===== config.mk =====
export PLATFORM = sky130hd
export DESIGN_NAME = pipe_hold_ctrl
export DESIGN_NICKNAME = d
export VERILOG_FILES = /design/src/rtl/pipe_hold_ctrl.sv
export SDC_FILE = /design/constraint.sdc
export NUM_CORES = 1
export LEC_CHECK = 0
export BUFFER_PORTS_ARGS = -buffer_cell sky130_fd_sc_hd__buf_2
export CAP_MARGIN = 20
export CORE_ASPECT_RATIO = 2
export CORE_UTILIZATION = 52
export CTS_BUF_LIST = sky130_fd_sc_hd__clkbuf_8 sky130_fd_sc_hd__clkbuf_16
export CTS_CLUSTER_SIZE = 24
export DETAILED_ROUTE_END_ITERATION = 16
export PLACE_DENSITY = 0.92
export SLEW_MARGIN = 20
export SYNTH_ARGS = -nofsm -noshare
export SYNTH_HDL_FRONTEND = slang
export SYNTH_SLANG_ARGS = --single-unit
export TNS_END_PERCENT = 10

===== constraint.sdc =====
create_clock -name i_clk -period 5.4 [get_ports i_clk]
set_input_delay 0.81 -clock i_clk [delete_from_list [all_inputs] [get_ports i_clk]]
set_output_delay 0.81 -clock i_clk [all_outputs]
set_load 0.02 [all_outputs]

===== src/rtl/pipe_hold_ctrl.sv =====
// Pipeline hold/flush controller: stall/flush masks for NSTAGE registers, sequenced
// multi-cycle stalls, bus-freeze-tolerant jump redirect. Optional perf counters: HOLD_PERF_CNT_EN.
module pipe_hold_ctrl #(
  parameter int unsigned NSTAGE = 4,
  parameter int unsigned EX_IDX = 2,
  parameter int unsigned ADDR_W = 32,
  parameter int unsigned CNT_W  = 6
) (
  input  logic              i_clk,
  input  logic              i_reset,
  input  logic              i_bus_wait,
  input  logic              i_mc_start,
  input  logic [CNT_W-1:0]  i_mc_cycles,
  input  logic              i_jump_req,
  input  logic [ADDR_W-1:0] i_jump_addr,
  input  logic              i_load_use,
  output logic [NSTAGE-1:0] o_stall,
  output logic [NSTAGE-1:0] o_flush,
  output logic              o_jump_flag,
  output logic [ADDR_W-1:0] o_jump_addr,
  output logic              o_mc_done,
  output logic [31:0]       o_stall_cnt,
  output logic [31:0]       o_flush_cnt
);

  typedef enum logic {ST_RUN, ST_MC} state_e;

  state_e              state_q, state_d;
  logic [CNT_W-1:0]    cnt_q, cnt_d, mc_eff;
  logic                pend_q, pend_d;
  logic [ADDR_W-1:0]   pend_addr_q, pend_addr_d;
  logic [NSTAGE-1:0]   mc_stall, mc_flush, jmp_flush, lu_stall, lu_flush;

  always_comb begin
    mc_stall  = '0;
    mc_flush  = '0;
    jmp_flush = '0;
    lu_stall  = '0;
    lu_flush  = '0;
    for (int unsigned k = 0; k < NSTAGE; k++) begin
      mc_stall[k]  = (k <= EX_IDX);
      mc_flush[k]  = (k == EX_IDX + 1);
      jmp_flush[k] = (k >= 1) && (k <= EX_IDX);
      lu_stall[k]  = (k <= 1);
      lu_flush[k]  = (k == 2);
    end
  end

  // The issue cycle is the first stall cycle: mc_eff is the count for that cycle,
  // so the MC state is entered with mc_eff-1 remaining (or mc_eff when frozen).
  always_comb begin
    mc_eff      = (i_mc_cycles == '0) ? '0 : i_mc_cycles - 1'b1;
    state_d     = state_q;
    cnt_d       = cnt_q;
    pend_d      = pend_q;
    pend_addr_d = pend_addr_q;
    o_stall     = '0;
    o_flush     = '0;
    o_jump_flag = 1'b0;
    o_jump_addr = '0;
    o_mc_done   = 1'b0;
    if (!i_reset) begin
      state_d     = ST_RUN;
      cnt_d       = '0;
      pend_d      = 1'b0;
      pend_addr_d = '0;
    end else if (i_bus_wait) begin
      o_stall = '1;
      if (state_q == ST_RUN) begin
        if (i_jump_req && !pend_q) begin
          pend_d      = 1'b1;
          pend_addr_d = i_jump_addr;
        end else if (i_mc_start && !i_jump_req && !pend_q) begin
          state_d = ST_MC;
          cnt_d   = mc_eff;
        end
      end
    end else if (state_q == ST_MC) begin
      o_stall = mc_stall;
      o_flush = mc_flush;
      if (cnt_q == '0) begin
        o_mc_done = 1'b1;
        state_d   = ST_RUN;
      end else begin
        cnt_d = cnt_q - 1'b1;
      end
    end else if (pend_q) begin
      o_jump_flag = 1'b1;
      o_jump_addr = pend_addr_q;
      o_flush     = jmp_flush;
      pend_d      = 1'b0;
      pend_addr_d = '0;
    end else if (i_jump_req) begin
      o_jump_flag = 1'b1;
      o_jump_addr = i_jump_addr;
      o_flush     = jmp_flush;
    end else if (i_mc_start) begin
      o_stall = mc_stall;
      o_flush = mc_flush;
      if (mc_eff == '0) begin
        o_mc_done = 1'b1;
      end else begin
        state_d = ST_MC;
        cnt_d   = mc_eff - 1'b1;
      end
    end else if (i_load_use) begin
      o_stall = lu_stall;
      o_flush = lu_flush;
    end
  end

  always_ff @(posedge i_clk or negedge i_reset) begin
    if (!i_reset) begin
      state_q     <= ST_RUN;
      cnt_q       <= '0;
      pend_q      <= 1'b0;
      pend_addr_q <= '0;
    end else begin
      state_q     <= state_d;
      cnt_q       <= cnt_d;
      pend_q      <= pend_d;
      pend_addr_q <= pend_addr_d;
    end
  end

`ifdef HOLD_PERF_CNT_EN
  logic [31:0] stall_cnt_q, stall_cnt_d, flush_cnt_q, flush_cnt_d;

  always_comb begin
    stall_cnt_d = stall_cnt_q;
    flush_cnt_d = flush_cnt_q;
    if (o_stall[0] && (stall_cnt_q != '1)) stall_cnt_d = stall_cnt_q + 32'd1;
    if ((|o_flush) && (flush_cnt_q != '1)) flush_cnt_d = flush_cnt_q + 32'd1;
  end

  always_ff @(posedge i_clk or negedge i_reset) begin
    if (!i_reset) begin
      stall_cnt_q <= '0;
      flush_cnt_q <= '0;
    end else begin
      stall_cnt_q <= stall_cnt_d;
      flush_cnt_q <= flush_cnt_d;
    end
  end

  assign o_stall_cnt = stall_cnt_q;
  assign o_flush_cnt = flush_cnt_q;
`else
  assign o_stall_cnt = '0;
  assign o_flush_cnt = '0;
`endif

endmodule


==> flow_summary_export.csv <==
group,metric,value,unit
placed_design,port_buffers,84,
grt,met2_usage,0.433,
clock_tree,clkTransAtPathRegs,0.06,ns
worst_setup_path,worstPathRequired,4.59,ns
detailed_routing,drtIter0Drc,142,
timing,min_period,3.56,ns
grt,track_usage,0.236,
flow_run,drv_cap,0,
layout,final_cells,620,
placed_design,placed_cells,612,
timing,worst_pin_slew,1.06,ns
power,p_leak,1.84,nW
floorplanning,num_rows,40,
timing,finalHoldViolCount,0,
logic_synthesis,ys_seq_area_frac,0.303,
clock_tree,clk_latency,0.28,ns
timing,max-slew-margin-rel,0.292,
timing,rsz0062_at_grt,"false",
detailed_routing,dr.pass1.iters,4,
detailed_routing,ant_nets,0,
floorplanning,ioPinCount,150,
worst_setup_path,crit_slowest_cell,"or4_4",
clock_tree,ctsLongestPathBuffers,2,
detailed_routing,post_drt_wl_per_cell,12.7,um
placed_design,place_congestion,0.949,
floorplanning,core_area,0.00606,mm^2
layout,fin_nets,581,
clock_tree,cts_buffers,5,
grt,grt_max_degree,68,
worst_setup_path,crit_chain,"buf_2, inv_1, ha_1, or4_4, a211oi_4, o211ai_1, o21ai_1, and3_1, buf_2",
logic_synthesis,syn_area_per_cell,6.97,um^2
timing,setup_slack,1.84,ns
logic_synthesis,mappedNetlistArea,0.00330,mm^2
floorplanning,initial_core_util,0.546,
placed_design,dp_hpwl,5.77,mm
grt,overflow,0,
logic_synthesis,synth_top_area_share,0.303,
clock_tree,cts_setup_buffers,0,
logic_synthesis,synthCells,474,
clock_tree,clock_sinks,40,
worst_hold_path,min_path_cells,2,
grt,grt_pass1_wl,12.5,mm
worst_hold_path,hold_class,"flip-flop to flip-flop",
timing,maxSlewViolCount,0,
layout,area_delta_synth_final,11.1,%
detailed_routing,vias,3236,
logic_synthesis,synth_flop_cell,"dfrtp_1",
worst_setup_path,cp-start-kind,"primary input",
detailed_routing,routed_wl,7.85,mm
layout,diodes,0,
clock_tree,cts_hold_buf,0,
clock_tree,clock-root-buffer,"clkbuf_16",
grt,use_met1,0.265,
grt,antenna_found_initial,0,
timing,setup_tns,0,ns
power,p_per_area,258,mW/mm^2
worst_setup_path,worstSetupPathType,"primary input to output port",
worst_setup_path,max_stage_delay,0.52,ns
grt,busiest_layer,"met2",
floorplanning,die_y,115,um
logic_synthesis,netlist_top_cells_area,"dfrtp_1 (30%), buf_4 (15%), nand2_1 (12%)",
clock_tree,cts_resized,0,
floorplanning,dieArea,0.00670,mm^2
logic_synthesis,post-synth-top-area-cell,"dfrtp_1",
power,peakVddDrop,0.268,mV
timing,min_period_over_period,0.660,
worst_setup_path,critPathArrivalTime,2.75,ns
detailed_routing,vias_per_cell,5.22,
logic_synthesis,synth_async_sr_flop_share,1.00,
floorplanning,dieWidth,58.4,um
outcome,outcome,"finished clean",
worst_setup_path,path_max_fanout,7,
detailed_routing,drc,0,
timing,setup_viol,0,
logic_synthesis,ys_ff_latch,40,
logic_synthesis,synth_edf_count,0,
clock_tree,cts_tree,"yes",
worst_setup_path,cp_common_cell,"buf_2",
layout,layout-drive-gt1-share,0.209,
logic_synthesis,ys.warnings.count,0,
timing,skew,0.00415,ns
worst_setup_path,worstSetupEndpointType,"output port",
grt,grt_util_met3,0.0247,
timing,max_freq,281,MHz
clock_tree,htreeDepth,2,
worst_setup_path,rr_worst_depth,5,
logic_synthesis,ys_types,57,
placed_design,post-place-ws,1.88,ns
grt,grt_pass1_vias,2807,
[critical path, delay by kind of cell]
kind / cells / cell delay (ns)
AND/OR/NAND/NOR: 2 / 0.68
buffers and inverters: 3 / 0.35
AO/OA/AOI/OAI: 3 / 0.64
adder cells (fa/ha/maj): 1 / 0.28
[state kept, by name, indices dropped and copies added, names as in the netlist]
| signal | flops |
|---|---|
| cnt_q | 6 |
| state_q | 1 |
| pend_addr_q | 32 |
| pend_q | 1 |
[area by class of cell]
class,count,area [um^2]
sequential,40,1000
clock buffer,7,153
tap,84,105
clock inverter,1,30.0
fill,578,2380
timing repair buffer,87,443
inverter,5,18.8
multi-input combinational,396,1920
[layout by cell type, fill, tap and decap left out, types with 2 or more instances in the layout]
cell type  count
buf_4          3
nor3b_1        2
ha_1           2
o41ai_1        2
o21a_1         2
nor3_1         6
clkbuf_8       2
o31a_1         2
nand2b_1       5
nor2_2         2
dfrtp_1       39
conb_1        65
inv_1          3
a311oi_1       2
o211ai_1       2
a211oi_1       2
xnor2_1        3
or2_1          2
clkbuf_16      5
o21ai_1       18
mux2i_1        4
nand2_1      107
nand3_1        3
buf_2         84
a21oi_1       46
o21ai_0       17
nor2_1        72
[metrics by stage]
step | instance area, um^2 | util | hold slack (ns) | power [W]
3_3_place_gp | 3490 | 0.576 | 0.462 | 0.000585
6_report | 3670 | 0.606 | 0.488 | 0.000947
4_1_cts | 3670 | 0.606 | 0.489 | 0.000951
2_1_floorplan | 3540 | - | 0.450 | 0.000563
3_5_place_dp | 3490 | 0.576 | 0.475 | 0.000594
5_1_grt | 3670 | 0.606 | 0.514 | 0.000992
[path summary, 6_finish.rpt]
path                                       from              end  slack [ns]
worst max register to register           pend_q         cnt_q[5]        2.74
worst min register to register  pend_addr_q[17]  pend_addr_q[17]        0.49
max in group asynchronous               i_reset           pend_q        4.32
min in group asynchronous               i_reset  pend_addr_q[27]        0.66
worst min-delay path            pend_addr_q[17]  pend_addr_q[17]        0.49
worst max-delay path             i_mc_cycles[0]        o_mc_done        1.84
[cell families after synthesis]
family	synth area share
AO/OA/AOI/OAI	0.202
AND/OR/NAND/NOR	0.267
XOR/XNOR	0.0106
flip-flops	0.303
other	0.00113
multiplexers	0.0155
buffers and inverters	0.193
adder cells (fa/ha/maj)	0.00757
[power breakdown]
part / total, W / internal (W) / switching, W
Sequential: 0.000348 / 0.000321 / 0.0000266
Combinational: 0.000243 / 0.0000752 / 0.000168
Clock: 0.000357 / 0.000243 / 0.000113
Total: 0.000947 / 0.000639 / 0.000308
[cells in the mapped netlist (2+ instances only)]
cell type / number
o21ai_0: 17
clkbuf_1: 26
o31a_1: 2
nand2b_1: 5
dfrtp_1: 40
a311oi_1: 2
buf_4: 68
or2_1: 2
xnor2_1: 3
o21ai_1: 18
a21oi_1: 47
nor3b_1: 2
buf_1: 2
ha_1: 2
inv_1: 3
nor2_1: 73
a211oi_1: 2
o21a_1: 2
o211ai_1: 2
o41ai_1: 2
nor3_1: 6
nand3_1: 3
mux2i_1: 4
nand2_1: 108
[per-layer routing]
metal	vias up	share of wire
met5	-	0
met4	0	0.026
met3	22	0.045
met2	140	0.55
met1	1508	0.38
li1	1566	-
No activity file was read; power rests on OpenSTA's default activity.
